===== config.mk =====
export PLATFORM = sky130hd
export DESIGN_NAME = cmos_window_mix
export DESIGN_NICKNAME = d
export VERILOG_FILES = /design/src/rtl/cmos_window_mix.sv
export SDC_FILE = /design/constraint.sdc
export NUM_CORES = 1
export LEC_CHECK = 0
export ABC_CLOCK_PERIOD_IN_PS = 7200
export BUFFER_PORTS_ARGS = -buffer_cell sky130_fd_sc_hd__buf_4
export CAP_MARGIN = 40
export CORE_MARGIN = 2
export CORE_UTILIZATION = 59
export DETAILED_ROUTE_END_ITERATION = 7
export GPL_TIMING_DRIVEN = 1
export PLACE_DENSITY = 0.87
export SYNTH_ARGS = -nofsm -noshare
export SYNTH_HDL_FRONTEND = slang
export SYNTH_SLANG_ARGS = --single-unit

===== constraint.sdc =====
create_clock -name pixel_clk -period 7.2 [get_ports pixel_clk]
set_input_delay 2.16 -clock pixel_clk [delete_from_list [all_inputs] [get_ports pixel_clk]]
set_output_delay 2.16 -clock pixel_clk [all_outputs]
set_load 0.01 [all_outputs]

===== src/rtl/cmos_window_mix.sv =====
// cmos_window_mix: crops a programmable window from a pixel stream, fans it out to NUM_PATHS processing paths and returns one of them
// Ports: pixel_clk/rst (sync, active-high); pdata_i/de_i/vs_i input stream;
//   h_start/h_len/v_start/v_len/mode requested window and path, applied at frame start;
//   crop_data/crop_de/crop_vs cropped stream to all paths;
//   path_data/path_de/path_vs path returns (path k at [k*DW +: DW]);
//   pdata_o/de_o/vs_o selected output; line_err sticky output line-length mismatch.
module cmos_window_mix #(
  parameter int DW = 16,
  parameter int XW = 12,
  parameter int NUM_PATHS = 4,
  parameter int MODE_W = 2,
  parameter int DEF_H_START = 80,
  parameter int DEF_H_LEN = 320,
  parameter int DEF_V_START = 0,
  parameter int DEF_V_LEN = 480
) (
  input  logic                    pixel_clk,
  input  logic                    rst,
  input  logic [DW-1:0]           pdata_i,
  input  logic                    de_i,
  input  logic                    vs_i,
  input  logic [XW-1:0]           h_start,
  input  logic [XW-1:0]           h_len,
  input  logic [XW-1:0]           v_start,
  input  logic [XW-1:0]           v_len,
  input  logic [MODE_W-1:0]       mode,
  output logic [DW-1:0]           crop_data,
  output logic                    crop_de,
  output logic                    crop_vs,
  input  logic [NUM_PATHS*DW-1:0] path_data,
  input  logic [NUM_PATHS-1:0]    path_de,
  input  logic [NUM_PATHS-1:0]    path_vs,
  output logic [DW-1:0]           pdata_o,
  output logic                    de_o,
  output logic                    vs_o,
  output logic                    line_err
);
  localparam logic [XW-1:0] sat_max = '1;
  logic vs_d, de_d, armed, vs_o_d, de_o_d, frame_start, in_win, vs_rise, sel_de, sel_vs;
  logic [XW-1:0] x_cnt, y_cnt, hs, hl, vs0, vl, chk_len, lcnt;
  logic [XW:0] dx, dy;
  logic [MODE_W-1:0] in_mode, out_mode, sel;
  logic [NUM_PATHS-1:0] pvs_d;
  logic [DW-1:0] sel_data;
  assign frame_start = vs_i & ~vs_d;
  // one extra bit so a column left of the window shows up as a borrow and start+len can never wrap
  assign dx = {1'b0, x_cnt} - {1'b0, hs};
  assign dy = {1'b0, y_cnt} - {1'b0, vs0};
  assign in_win = ~dx[XW] & (dx < {1'b0, hl}) & ~dy[XW] & (dy < {1'b0, vl});
  // the pending path takes over on the very cycle its vsync rises
  always_comb begin
    vs_rise = 1'b0;
    sel_data = '0;
    sel_de = 1'b0;
    sel_vs = 1'b0;
    for (int k = 0; k < NUM_PATHS; k++)
      if (in_mode == MODE_W'(k)) vs_rise = path_vs[k] & ~pvs_d[k];
    sel = vs_rise ? in_mode : out_mode;
    for (int k = 0; k < NUM_PATHS; k++)
      if (sel == MODE_W'(k)) begin
        sel_data = path_data[k*DW +: DW];
        sel_de = path_de[k];
        sel_vs = path_vs[k];
      end
  end
  always_ff @(posedge pixel_clk) begin
    if (rst) begin
      vs_d <= 1'b0;
      de_d <= 1'b0;
      armed <= 1'b0;
      x_cnt <= '0;
      y_cnt <= '0;
      hs <= XW'(DEF_H_START);
      hl <= XW'(DEF_H_LEN);
      vs0 <= XW'(DEF_V_START);
      vl <= XW'(DEF_V_LEN);
      in_mode <= '0;
      out_mode <= '0;
      pvs_d <= '0;
      crop_data <= '0;
      crop_de <= 1'b0;
      crop_vs <= 1'b0;
      pdata_o <= '0;
      de_o <= 1'b0;
      vs_o <= 1'b0;
      vs_o_d <= 1'b0;
      de_o_d <= 1'b0;
      chk_len <= XW'(DEF_H_LEN);
      lcnt <= '0;
      line_err <= 1'b0;
    end else begin
      vs_d <= vs_i;
      de_d <= de_i;
      x_cnt <= de_i ? ((x_cnt == sat_max) ? x_cnt : x_cnt + 1'b1) : '0;
      if (frame_start) begin
        hs <= h_start;
        hl <= h_len;
        vs0 <= v_start;
        vl <= v_len;
        in_mode <= (int'(mode) < NUM_PATHS) ? mode : '0;
        y_cnt <= '0;
        armed <= 1'b1;
      end else if (de_d & ~de_i & (y_cnt != sat_max)) begin
        y_cnt <= y_cnt + 1'b1;
      end
      crop_de <= armed & de_i & in_win;
      crop_data <= pdata_i;
      crop_vs <= vs_i;
      pvs_d <= path_vs;
      out_mode <= sel;
      pdata_o <= sel_data;
      de_o <= sel_de;
      vs_o <= sel_vs;
      vs_o_d <= vs_o;
      de_o_d <= de_o;
      if (vs_o & ~vs_o_d) chk_len <= hl;
      lcnt <= de_o ? ((lcnt == sat_max) ? lcnt : lcnt + 1'b1) : '0;
      if (de_o_d & ~de_o & (lcnt != '0) & (lcnt != chk_len)) line_err <= 1'b1;
    end
  end
endmodule


* After elaboration in Yosys (flattened, before gate mapping)
Cells that the tools add are included.
** Storage, ports and cells
- Register bits :: 145
- Input bits :: 142
- Output and inout bits :: 37
- Word-level logic and storage cells :: 88
** Operators by class
- $add $sub $neg :: 5
- Magnitude comparators :: 2
- Eq/ne operators :: 10
- Multiplexer cells :: 17
- Bitwise operators :: 26
- Reductions and logical operators :: 6
** Operator list (count)
- $mux 16 :: 4
- $add 12x1->12 const B :: 3
- $lt 13x12->1 :: 2
- $sub 12x12->13 :: 2
- $eq 12x12->1 const B :: 2
- $and 1x1->1 :: 16
- $mux 1 :: 12
- $ne 12x12->1 :: 1
- $ne 12x12->1 const B :: 1
- $reduce_bool 12->1 :: 1
- $not 1->1 :: 10
- $eq 2x2->1 const B :: 4
- $reduce_or 2->1 :: 3
- $eq 2x1->1 const B :: 2
- $logic_not 2->1 :: 2
- $mux 2 :: 1

* Logic depth before layout (Yosys ltp)
- Depth in word-level cells :: 12
- Depth in mapped cells :: 14
- Depth with buffers taken out :: 14

* Worst setup path after synthesis
No wires, ideal clock.
- Path type :: input to register
- Start point :: in path_vs[1]
- End point :: reg pdata_o[10]
- Setup time :: 0.125 ns
- Data arrival time :: 3.390 ns
- Required time :: 7.075 ns
- Slack :: 3.685 ns
- Stages :: 7
- Buffers on the path :: 2
- Path through :: nor2b_1 -> mux4_2 -> mux2i_1 -> nand2b_1 -> buf_6 -> buf_12 -> o22ai_2
** Between the ends
- Word-level cells in the longest chain between the ends :: 10
- Elaborated cells on any way between the ends :: 13
- Classes of those cells :: eq/ne: 3; mux: 8; bitwise: 1; reduce/logical: 1
** Ends and longest elaborated chain
- start: declaration :: line 32 : input logic [NUM_PATHS-1:0] path_vs,
- $and 1x1->1 (*) :: line 57 : if (in_mode == MODE_W'(k)) vs_rise = path_vs[k] & ~pvs_d[k];
- $mux 1 (*) (3 in a row) :: line 57
- $mux 2 (*) :: line 58 : sel = vs_rise ? in_mode : out_mode;
- $logic_not 2->1 :: line 60 : if (sel == MODE_W'(k)) begin
- $mux 16 (3 in a row) :: line 60
- $mux 16 (*) :: line 60
- end signal: assignment :: line 111 : pdata_o <= sel_data;
- end: declaration :: line 33 : output logic [DW-1:0] pdata_o,
Mark *: on every way between the ends. The rest lies on a longest branch, timed or not.
A chain may end at the register's enable or synchronous reset.

==> metrics.md <==
| Metric | Value |
|---|---|
| Number of CTS-inserted buffers | 17 |
| Worst Skew | 0.00704 ns |
| Max Freq | about 0.25 GHz |
| Part of the cycle the worst path needs | 0.554 |
| DRT Pass-1 Iters | 5 |
| Die height | around 120 um |
| Crit path required time | roughly 7.5 ns |
| Core region area | ~13000 um2 |
| Grt ovf | 0 |
| Average wire per standard cell | 15.9 um |
| First-pass GRT wire length | about 32 mm |
| EDFF count, synth | 0 |
| Data arrival, critical path | 4.31 ns |
| Pins Over Slew Limit | 0 |
| Met2 Wirelength | 9.88 mm |
| Post-cts hold buffer count | 0 |
| N_diodes | 0 |
| Setup-violating endpoint count in the final report | 0 |
| CTS H-tree lvls | 4 |
| Initial antenna violation count | 0 |
| Leak pwr | about 4 nW |
| Yosys warnings | 0 |
| Syn Nets | 1085 |
| Slew HR | 0.458 |
| Layout area overhead | 26.3% |
| FP Rows | 41 |
| PwrDens | 215 nW/um2 |
| CP startpoint kind | input pin |
| Largest net degree at the start of global routing | 78 |
| Dpl hpwl | ~14 mm |
| Setup TNS | 0 ns |
| Register bit count reported by yosys | about 150 |
| CTS root buf | clkbuf_16 |
| Final Critical Period | about 4.0 ns |
| Post-CTS sizing | 0 |
| Crit path max fanout | a little under 80 |
| Top Ports | 179 |
| Synth cell types | 62 |
| Final hold vios | 0 |
| GPL Wtd Cong | slightly above 0.9 |
| Most frequent cells in the layout | 180 x buf_4, 145 x dfxtp_1, 135 x nand2_1, 83 x a21oi_1, 66 x inv_1 |
| Antenna-violating nets left | 0 |
| Global Route Usage Sum | 0.283 |
| Die width | approximately 120 um |
| Synthesized cell area | ~7600 um2 |
| # Post-CTS Setup Buffers | 0 |
| Nets | about 1200 |
| DRC viols | 0 |
| Synthesized area per cell | between 8 and 9 um2 |
| Highest routed layer | met4 |
| Met1 WL | 8.30 mm |
| Seq/Total Area, Yosys | 0.383 |
| Asr flop ratio synth | 0 |
| WL final | between 15 and 20 mm |
| CTS tree | built |
| Share of cells above drive strength 1 | 0.225 |
| Worst Max-Slew Pin Slew | 0.813 ns |
| Fin Hold WS | 0.452 ns |
| Pwr Total | around 0.0021 W |
| Clk slew on worst S/H paths | approximately 0.060 ns |
| Clk_lat worst skew | around 0.42 ns |
| Drt initial violations | around 480 |
| Max Buffers Root-to-Sink | 2 |
| CTS sink count | approximately 150 |
| Crit path capture type | register |
| Status | completed |
| Syn Inst Count | ~890 |
| Main synth FF type | dfxtp_1 |
| Detailed-route via count | a little under 7000 |
| Count of input and output buffers | 178 |
| Worst VDD drop | between 150 and 200 uV |
| Dpl cell area | 8980 um2 |
| Met3 wire length | around 1.1 mm |
| Design Area, Final | ~9600 um2 |
| Die ar. | 13800 um2 |
| Commonest non-fill, non-tap cell in the layout | buf_4 |
| MaxCap Viol Count | 0 |
| RSZ-0062 raised after global routing | false |
| Vias in the first global route | between 6000 and 7000 |
| Initial Util | 0.603 |
| WS Path Type | input pin to register |
| HP Class | register to register |
| Filler Cell Count | 881 |
| Via density | ~5.5 |
[metrics by stage]
stage | util | setup WS, ns | std cells
floorplan | - | 3.69 | 891
global placement | 0.711 | 2.92 | 1202
detailed placement | 0.715 | 2.83 | 1204
CTS | 0.761 | 3.25 | 1236
global route | 0.761 | 2.88 | 1236
finish | 0.761 | 3.21 | 1236
[registers in the layout (all words and copies together) (netlist names), 2 cells and up]
name and flops:
hs 12, x_cnt 12, in_mode 2, lcnt 12, chk_len 12, vs0 12
crop_data 16, pvs_d 4, out_mode 2, pdata_o 16, y_cnt 12, hl 12
vl 12
[path summary, 6_finish.rpt]
path / cells past startpoint / endpoint / startpoint / slack (ns)
setup / recovery: 6 / crop_de / rst / 3.21
setup reg to reg: 14 / crop_de / x_cnt[0] / 3.63
hold reg to reg: 2 / vs0[11] / vs0[11] / 0.45
hold / removal: 2 / vs0[11] / vs0[11] / 0.45
[critical path: stages]
cell and delay (ns):
buf_4 0.34, inv_2 0.40, nand2_1 0.41, a2111oi_0 0.51
o2111ai_1 0.18, nor4_1 0.27
[synthesized netlist by cell type, types with 6 or more instances]
master / number / area share
dfxtp_1: 145 / 0.38
nand2_1: 135 / 0.067
a21oi_1: 83 / 0.055
inv_1: 66 / 0.033
ha_1: 50 / 0.083
nor2_1: 47 / 0.023
mux2i_1: 40 / 0.053
nor2b_1: 37 / 0.031
clkbuf_1: 31 / 0.015
xor2_1: 29 / 0.034
xnor2_1: 19 / 0.022
nand4_1: 18 / 0.015
nand3_1: 17 / 0.011
nor3_1: 12 / 0.0079
o211ai_1: 12 / 0.012
o21ai_0: 12 / 0.0079
and3_1: 10 / 0.0083
o22ai_1: 10 / 0.0083
o22ai_2: 10 / 0.017
a211oi_1: 7 / 0.0069
a21o_1: 7 / 0.0069
a31oi_1: 7 / 0.0058
nor4_1: 6 / 0.0050
o21a_1: 6 / 0.0059
[cell families (layout without fill, tap and decap cells)]
logic type                 count (synthesis)  in the layout  share of synthesized area
and+or+nand+nor                          313            313                      0.200
AOI/OAI and AO/OA                        181            181                      0.154
DFF                                      145            145                      0.383
buffers and inverters                    110            283                     0.0621
adders and majority gates                 52             52                     0.0878
xor gates and xnor gates                  48             48                     0.0555
muxes                                     42             42                     0.0573
[area by class of cell]
class / instances / area, um2 / share of cell area
flip-flops and latches: 145 / 2900 / 0.303
inverters: 69 / 259 / 0.0271
well taps: 172 / 215 / 0.0225
multi-input cells: 636 / 4210 / 0.440
repair buffers: 182 / 1390 / 0.146
clock inverters: 13 / 134 / 0.0140
clock buffers: 19 / 453 / 0.0473
[power breakdown]
part           switching [W]  total [W]  leakage [nW]  internal, W
Clock               0.000344   0.000870         0.285     0.000527
Combinational       0.000161   0.000324          2.64     0.000163
Sequential         0.0000215   0.000862          1.19     0.000840
Total               0.000526    0.00206          4.12      0.00153
[per-layer routing]
layer	GRT usage	vias to the layer above
li1	-	3392
met1	0.327	3229
met2	0.501	178
met3	0.0803	30
met4	0.0964	0
met5	0	-
(Power assumes the default switching activity.)
